$ cat config.mk
export PLATFORM = sky130hd
export DESIGN_NAME = sqrt_mem_engine
export DESIGN_NICKNAME = d
export VERILOG_FILES = /design/src/rtl/sqrt_pkg.sv /design/src/rtl/sqrt_step.sv /design/src/rtl/sqrt_mem_engine.sv
export SDC_FILE = /design/constraint.sdc
export NUM_CORES = 1
export LEC_CHECK = 0
export ABC_AREA = 1
export BUFFER_PORTS_ARGS = -buffer_cell sky130_fd_sc_hd__buf_2
export CORE_UTILIZATION = 39
export CTS_BUF_LIST = sky130_fd_sc_hd__clkbuf_8 sky130_fd_sc_hd__clkbuf_16
export CTS_CLUSTER_SIZE = 12
export DETAILED_ROUTE_END_ITERATION = 12
export SYNTH_ARGS = -nofsm -noshare
export SYNTH_HDL_FRONTEND = slang
export SYNTH_SLANG_ARGS = --single-unit
export TNS_END_PERCENT = 1
$ cat constraint.sdc
create_clock -name CLK -period 2.3 [get_ports CLK]
set_input_delay 0.345 -clock CLK [delete_from_list [all_inputs] [get_ports CLK]]
set_output_delay 0.345 -clock CLK [all_outputs]
set_load 0.01 [all_outputs]
$ cat src/rtl/sqrt_pkg.sv
// sqrt_pkg: shared types and constants for the memory-mapped square-root engine.
//   Provides the engine state encoding, the default operand/result addresses
//   and the datapath widths used by sqrt_mem_engine and sqrt_step.
package sqrt_pkg;
   localparam int ROOT_W = 8;
   localparam int REM_W  = 10;
   localparam logic [7:0] OPERAND_ADDR_DEF = 8'd16;
   localparam logic [7:0] RESULT_ADDR_DEF  = 8'd18;
   typedef enum logic [2:0] {IDLE, RD_HI, RD_LO, CALC, ROUND, WR, DONE} state_e;
endpackage

$ cat src/rtl/sqrt_step.sv
// sqrt_step: one combinational restoring square-root digit step.
//   rem_i  - partial remainder before this step
//   root_i - partial root before this step
//   bits_i - next two operand bits, most significant pair first
//   rem_o  - partial remainder after this step
//   root_o - partial root after this step
module sqrt_step
   import sqrt_pkg::*;
(
   input  logic [REM_W-1:0]  rem_i,
   input  logic [ROOT_W-1:0] root_i,
   input  logic [1:0]        bits_i,
   output logic [REM_W-1:0]  rem_o,
   output logic [ROOT_W-1:0] root_o
);
   logic [REM_W-1:0] rem_sh;
   logic [REM_W-1:0] trial;
   logic             fits;
   // The remainder never exceeds twice the partial root, so the top two bits
   // dropped by the shift are always zero.
   assign rem_sh = {rem_i[REM_W-3:0], bits_i};
   assign trial  = {root_i, 2'b01};
   assign fits   = rem_sh >= trial;
   assign rem_o  = fits ? rem_sh - trial : rem_sh;
   assign root_o = {root_i[ROOT_W-2:0], fits};
endmodule

$ cat src/rtl/sqrt_mem_engine.sv
// sqrt_mem_engine: start/halt responder that reads a 16-bit operand from data
// memory, computes its 8-bit integer square root and writes it back.
//   CLK         - system clock, rising edge
//   reset_n     - synchronous active-low reset
//   start       - high holds the engine; a high-to-low edge launches one operation
//   halt        - level done flag, held until start returns high
//   mem_addr    - data-memory address (holds its value between accesses)
//   mem_rd_data - combinational data-memory read data
//   mem_wr_en   - one-cycle write strobe for the result
//   mem_wr_data - result byte
//   busy        - high in every state except IDLE and DONE
// Build option: define SQRT_ROUND_EN for round-to-nearest (saturating at 255);
// otherwise the floor square root is written.
module sqrt_mem_engine
   import sqrt_pkg::*;
#(
   parameter int          AW           = 8,
   parameter logic [AW-1:0] OPERAND_ADDR = AW'(OPERAND_ADDR_DEF),
   parameter logic [AW-1:0] RESULT_ADDR  = AW'(RESULT_ADDR_DEF)
) (
   input  logic          CLK,
   input  logic          reset_n,
   input  logic          start,
   output logic          halt,
   output logic [AW-1:0] mem_addr,
   input  logic [7:0]    mem_rd_data,
   output logic          mem_wr_en,
   output logic [7:0]    mem_wr_data,
   output logic          busy
);
   state_e            state_q, state_d;
   logic              start_q;
   logic [15:0]       operand_q, operand_d;
   logic [REM_W-1:0]  rem_q, rem_d, step_rem;
   logic [ROOT_W-1:0] root_q, root_d, step_root, result;
   logic [2:0]        iter_q, iter_d;
   logic [AW-1:0]     addr_q, addr_d;
   logic [7:0]        wr_data_q, wr_data_d;
   logic              launch, abort, active;

   assign active = state_q inside {RD_HI, RD_LO, CALC, ROUND, WR};
   assign launch = start_q & ~start & (state_q == IDLE || state_q == DONE);
   assign abort  = active & start;

   sqrt_step u_step (
      .rem_i  (rem_q),
      .root_i (root_q),
      .bits_i (operand_q[{iter_q, 1'b0} +: 2]),
      .rem_o  (step_rem),
      .root_o (step_root)
   );

   // After CALC, rem_q = x - r*r and root_q = floor(sqrt(x)).
`ifdef SQRT_ROUND_EN
   assign result = (rem_q > {2'b00, root_q} && root_q != 8'hFF) ? root_q + 8'd1 : root_q;
`else
   assign result = root_q;
`endif

   always_comb begin
      state_d = state_q;
      case (state_q)
         IDLE:    state_d = launch ? RD_HI : IDLE;
         RD_HI:   state_d = RD_LO;
         RD_LO:   state_d = CALC;
         CALC:    state_d = (iter_q == 3'd0) ? ROUND : CALC;
         ROUND:   state_d = WR;
         WR:      state_d = DONE;
         DONE:    state_d = launch ? RD_HI : (start ? IDLE : DONE);
         default: state_d = IDLE;
      endcase
      if (abort) state_d = IDLE;
   end

   always_comb begin
      operand_d = state_q == RD_HI ? {mem_rd_data, operand_q[7:0]}
                : state_q == RD_LO ? {operand_q[15:8], mem_rd_data} : operand_q;
      rem_d     = state_q == RD_LO ? '0 : state_q == CALC ? step_rem : rem_q;
      root_d    = state_q == RD_LO ? '0 : state_q == CALC ? step_root : root_q;
      iter_d    = state_q == RD_LO ? 3'd7 : state_q == CALC ? iter_q - 3'd1 : iter_q;
      // Address is registered, so it is set up on entry to each access state.
      addr_d    = state_d == RD_HI ? OPERAND_ADDR
                : state_d == RD_LO ? OPERAND_ADDR + AW'(1)
                : state_d == WR    ? RESULT_ADDR : addr_q;
      wr_data_d = state_d == WR ? result : wr_data_q;
   end

   always_ff @(posedge CLK) begin
      if (!reset_n) begin
         state_q   <= IDLE;
         start_q   <= 1'b0;
         operand_q <= '0;
         rem_q     <= '0;
         root_q    <= '0;
         iter_q    <= '0;
         addr_q    <= '0;
         wr_data_q <= '0;
      end else begin
         state_q   <= state_d;
         start_q   <= start;
         operand_q <= operand_d;
         rem_q     <= rem_d;
         root_q    <= root_d;
         iter_q    <= iter_d;
         addr_q    <= addr_d;
         wr_data_q <= wr_data_d;
      end
   end

   assign halt        = state_q == DONE;
   assign busy        = active;
   assign mem_addr    = addr_q;
   assign mem_wr_data = wr_data_q;
   // A start rising during WR aborts, so the strobe is suppressed in that cycle.
   assign mem_wr_en   = (state_q == WR) & ~start;
endmodule

==> results of run 1 <==
==> report_power, final <==
part           leakage, nW  switching, W  total, W  internal [W]
clock               0.0447      0.000315  0.000535      0.000220
sequential           0.406     0.0000274  0.000938      0.000911
combinational        0.886      0.000352  0.000550      0.000198
==> registers in the layout, indices dropped and copies added (netlist names) <==
register and flops:
state_q 3, result 8, operand_q 16, rem_q 8, mem_wr_data 8, iter_q 3
start_q 1, mem_addr 3
==> cell usage in the layout, fill, tap and decap left out, drive strengths merged <==
| cell | n |
|---|---|
| a211oi | 8 |
| a21boi | 2 |
| a21oi | 42 |
| a221oi | 1 |
| a31oi | 1 |
| and3 | 1 |
| buf | 29 |
| clkbuf | 5 |
| clkinv | 4 |
| clkinvlp | 1 |
| conb | 5 |
| dfxtp | 50 |
| ha | 12 |
| inv | 49 |
| nand2 | 57 |
| nand3 | 33 |
| nor2 | 27 |
| nor3 | 4 |
| o211ai | 2 |
| o21ai | 35 |
| o21bai | 2 |
| xor2 | 4 |
==> kinds of logic after synthesis <==
kind of cell    after synthesis
fa+ha+maj                    12
simple gates                122
xor+xnor                      4
other cells                   1
flops                        50
buf+inv                      68
compound gates               93
==> worst max-delay path by stage <==
| stage | start | slack, ps | depth (start not counted) | endpoint |
|---|---|---|---|---|
| 4_1_cts | iter_q[0] | 70 | 14 | rem_q[7] |
| 2_1_floorplan | iter_q[0] | 460 | 13 | rem_q[0] |
| 3_3_place_gp | iter_q[0] | 180 | 14 | rem_q[2] |
| 5_1_grt | result[5] | 20 | 11 | rem_q[5] |
| 6_report | result[5] | 270 | 11 | rem_q[7] |
| 3_5_place_dp | iter_q[0] | 90 | 14 | rem_q[2] |
==> routing by layer <==
layer / vias up / share of wire
met5: - / 0
met4: 0 / 0.0094
met3: 5 / 0.029
met2: 36 / 0.47
met1: 1048 / 0.49
li1: 1197 / -
==> cell type report <==
| class | instances | area, um2 | area share |
|---|---|---|---|
| Multi-Input combinational cell | 236 | 1280 | 0.454 |
| Tap cell | 77 | 96.3 | 0.0340 |
| Timing Repair Buffer | 29 | 158 | 0.0557 |
| Inverter | 51 | 195 | 0.0689 |
| Clock buffer | 5 | 68.8 | 0.0243 |
| Clock inverter | 3 | 25.0 | 0.00883 |
| Sequential cell | 50 | 1000 | 0.355 |
==> worst max-delay path: cells and delay by family (launching register included) <==
family,cells,cell delay [ps]
AND/OR/NAND/NOR,6,870
AO/OA/AOI/OAI,1,110
flip-flops,1,360
buffers and inverters,3,320
adder cells (fa/ha/maj),1,320
==> metrics by stage <==
stage | utilization | instance area (um2) | cells
after detailed placement | 0.430 | 2730 | 443
after floorplan | - | 2580 | 354
after global routing | 0.446 | 2830 | 451
after global placement | 0.430 | 2730 | 443
after CTS | 0.444 | 2820 | 451
final | 0.446 | 2830 | 451
==> impl_metrics.ini, run 1 <==
[synth]
synthMuxAreaShare = 0
synth_compound_area_frac = 0.204
synth_flop_cell = dfxtp_1
synth_edf_count = 0
synth_seq_area_share = 0.390
synth.most_common_cell = nand2_1
synth_area_um2 = 2560
synth_top_family_by_area = simple AND/OR/NAND/NOR gates
synth.top_cell.area_share = 0.390
ys_types = 36
post-synth-top-area-cell = dfxtp_1
ys_warn_count = 0
synthTopCellsByArea = dfxtp_1 (39%), nand2_1 (8.0%), a21oi_1 (7.8%)
synthSimpleGateAreaFrac = 0.214
synth_xor_area_frac = 0.0137
synthAdderAreaFrac = 0.0585
synthArstFlopShare = 0
syn_area_per_cell_um2 = 7.33
synthCells = 350
synth_seq_cells = 50
synth.top_cells.by_count = nand2_1 (55), dfxtp_1 (50), inv_1 (46)

[sta]
relSlewSlack = 0.632
holdWs_ps = 266
slew_violations = 0
finalSetupViolCount = 0
setup_ws_ps = 267
fin_crit_sh = 0.884
max_freq_mhz = 492
tns_ps = 0
rsz0062_at_grt = false
hold_violations = 0
finClkSkew_ps = 11.0
fin_crit_ps = 2030
worst_slew_pin_slew_ps = 551

[die]
start_util = 0.404
num_rows = 29
chipHeight_um = 83.1
io_pins = 30
die-area_um2 = 6900
die_x_um = 83.1
coreArea_um2 = 6350

[clocking]
htree_levels = 2
cts_tree = done
clkTransAtPathRegs_ps = 100
worstSkewPairLatency_ps = 310
post_cts_buffers = 0
cts-hold-fix-buffers = 0
cts_max_path_buffers = 2
clkSinkCount = 50
numCtsBuffers = 5
root_buffer = clkbuf_8
post_cts_resized = 0

[global_route]
met2_usage = 0.283
grt.met3_usage = 0.0318
grt-ovfl-total = 0
grt.busiest_layer = met2
groute.usage.overall = 0.169
grt_max_degree = 32
grt.met1_usage = 0.219
antenna_found_initial = 0
grt_pass1_vias = 2144
grt_pass1_wl_um = 9580

[detailed_routing]
avgViaCountPerCell = 5.07
post_drt_wl_per_cell_um = 12.3
first_pass_iters = 5
first_iter_violations = 62
detail_route.wirelength_um = 5540
route.vias.total = 2286
antenna_left = 0
drc = 0

[critical_path]
slowest_delay_ps = 370
r2r-end = rem_q[7]
path_max_fanout = 8
reg2reg_depth = 11
r2r_slack_ps = 270
slowest_stage = nor3_1
crit_type = reg2reg
r2r-start = result[5]
required_ps = 2530
arrival_ps = 2270
crit_path_end_kind = flop
worst_setup_path_start_kind = flop
crit_chain = inv_1, ha_1, inv_1, nor3_1, nand3_1, nand3_2, buf_4, nor2_1, nor2_1, nand2_1, a21oi_1

[final_layout]
drive_gt1_frac = 0.147
syn_to_final_growth_pct = 10.4
n_antenna_cell = 0
nFillCells = 660
fin_nets = 396

[power_and_ir_drop]
totalPowerFinal_w = 0.00202
irDropWorstVdd_mv = 0.430
powerDensity_nw_per_um2 = 714
p_leak_nw = 1.34

[worst_hold_path]
hp-start = start
hold_end = start_q
hold_depth = 3
hp-class = in2reg

[place]
gp_congestion = 0.842
io_buffers = 24
place_hpwl_um = 4160
dp_slack_ps = 85.3

[job]
maxCapViolCount = 0

[status]
status = completed
Power figures use the tool's default switching activity.
==> run 2, diff against run 1 <==
--- a/config.mk
+++ b/config.mk
@@ -11,6 +11,7 @@
 export CTS_BUF_LIST = sky130_fd_sc_hd__clkbuf_8 sky130_fd_sc_hd__clkbuf_16
 export CTS_CLUSTER_SIZE = 12
 export DETAILED_ROUTE_END_ITERATION = 12
+export GPL_TIMING_DRIVEN = 0
 export SYNTH_ARGS = -nofsm -noshare
 export SYNTH_HDL_FRONTEND = slang
 export SYNTH_SLANG_ARGS = --single-unit
==> run 2 against run 1 <==
Compared with the run above: design area up 4.0%; sequential power is 0.5% lower; first-iteration DRC count up 8.1%; core utilization is 1.8 points higher; critical path type unchanged; critical endpoint is now rem_q[3]; largest cell class unchanged; highest routed layer unchanged.
==> impl_metrics.ini, run 2 (synthesized netlist as in run 1, its figures left out) <==
[status]
status = completed

[power_and_ir_drop]
p_leak_nw = 1.40
p_sw_w = 0.000683
powerDensity_nw_per_um2 = 768
p_clk_frac = 0.336
combPwrFrac = 0.252
irDropWorstVdd_mv = 0.400
seq_power_share = 0.412
sw_frac_of_total = 0.302
p_int_w = 0.00158

[final_layout]
instances_no_fill = 463
layout_common_cells = nand2_1 (54), dfxtp_1 (50), inv_1 (45), a21oi_1 (40), o21ai_0 (32)
layout_commonest_cell = nand2_1
fin_nets = 408
final_cell_area_um2 = 2950
largest_reg_flops = 16
fin_util = 0.464
drive_gt1_frac = 0.155
n_antenna_cell = 0
syn_to_final_growth_pct = 14.9
top_register = operand_q

[die]
die-area_um2 = 6900
num_rows = 29
chipHeight_um = 83.1
io_pins = 30
die_x_um = 83.1
coreArea_um2 = 6350
start_util = 0.404

[critical_path]
slowest_stage = nor3_1
crit_chain = inv_1, ha_1, inv_1, nor3_1, nand3_1, nand3_1, buf_4, nand3_1, o211ai_1, a21oi_1
crit_type = reg2reg
crit_top_cell = nand3_1
worst_setup_path_start_kind = flop
path_max_fanout = 10
slowest_delay_ps = 360
required_ps = 2500
arrival_ps = 2290
crit_path_end_kind = flop

[detailed_routing]
drc = 0
first_iter_violations = 67
post_drt_wl_per_cell_um = 12.4
route.vias.total = 2293
first_pass_iters = 4
antenna_left = 0
detail_route.wirelength_um = 5750
avgViaCountPerCell = 4.95

[clocking]
numCtsBuffers = 5
worstSkewPairLatency_ps = 310
cts_tree = done
cts-hold-fix-buffers = 0
post_cts_buffers = 0
clkSinkCount = 50
root_buffer = clkbuf_8
cts_max_path_buffers = 2
htree_levels = 2
clkTransAtPathRegs_ps = 100
post_cts_resized = 0

[place]
place_hpwl_um = 4380
placed_area_um2 = 2800
io_buffers = 24
gp_congestion = 0.826
place_inst = 455

[global_route]
met2_usage = 0.286
antenna_found_initial = 0
grt.met3_usage = 0.0368
groute.usage.overall = 0.175
grt-ovfl-total = 0
grt_max_degree = 16
grt_pass1_wl_um = 9870
grt.met1_usage = 0.236
grt.busiest_layer = met2
grt_pass1_vias = 2152

[sta]
finClkSkew_ps = 10.3
max_freq_mhz = 478
slew_violations = 0
fin_crit_ps = 2090
hold_violations = 0
fin_crit_sh = 0.909
tns_ps = 0
finalSetupViolCount = 0
rsz0062_at_grt = false

[worst_hold_path]
hp-class = in2reg

[job]
maxCapViolCount = 0
## run 2: worst paths after layout
path                       end  slack, ps  cells past startpoint    startpoint
setup / recovery      rem_q[3]        210                     10     result[4]
hold / removal         start_q        280                      3         start
setup reg to reg      rem_q[3]        210                     10     result[4]
hold reg to reg   operand_q[4]        460                      2  operand_q[4]
## run 2: metal layers
layer / routed length [um] / part of all wire
met3: 243 / 0.042
met4: 53 / 0.0092
met2: 2560 / 0.44
met5: 0 / 0
met1: 2900 / 0.50
## run 2: power by group through the flow
stage                     logic [W]  clock network (W)  registers (W)
after CTS                  0.000556           0.000766       0.000933
after global placement     0.000549                  0       0.000952
after global routing       0.000652           0.000806       0.000939
after detailed placement   0.000551                  0       0.000953
after floorplan            0.000428                  0       0.000950
final                      0.000569           0.000760       0.000933
## run 2: final cells by class
cell class              instances  area (um2)
multi-input cells             236        1280
flip-flops and latches         50        1000
plain buffers                  17         111
clock buffers                   6        82.6
well taps                      77        96.3
fillers                       661        3400
repair buffers                 24         120
clock inverters                 2        60.1
inverters                      51         195
## run 2: metrics by stage
step	power [W]	hold slack (ps)	setup WS, ps
final	0.00226	276	209
after global routing	0.00240	298	15.1
after CTS	0.00225	275	128
after detailed placement	0.00150	446	146
after global placement	0.00150	442	133
after floorplan	0.00138	429	456
## run 2: critical path: cells and delay by family, from the launching register on
kind	cells	cell delay (ps)
AO/OA/AOI/OAI	2	200
adder cells (fa/ha/maj)	1	300
buffers and inverters	3	370
flip-flops	1	340
AND/OR/NAND/NOR	4	750
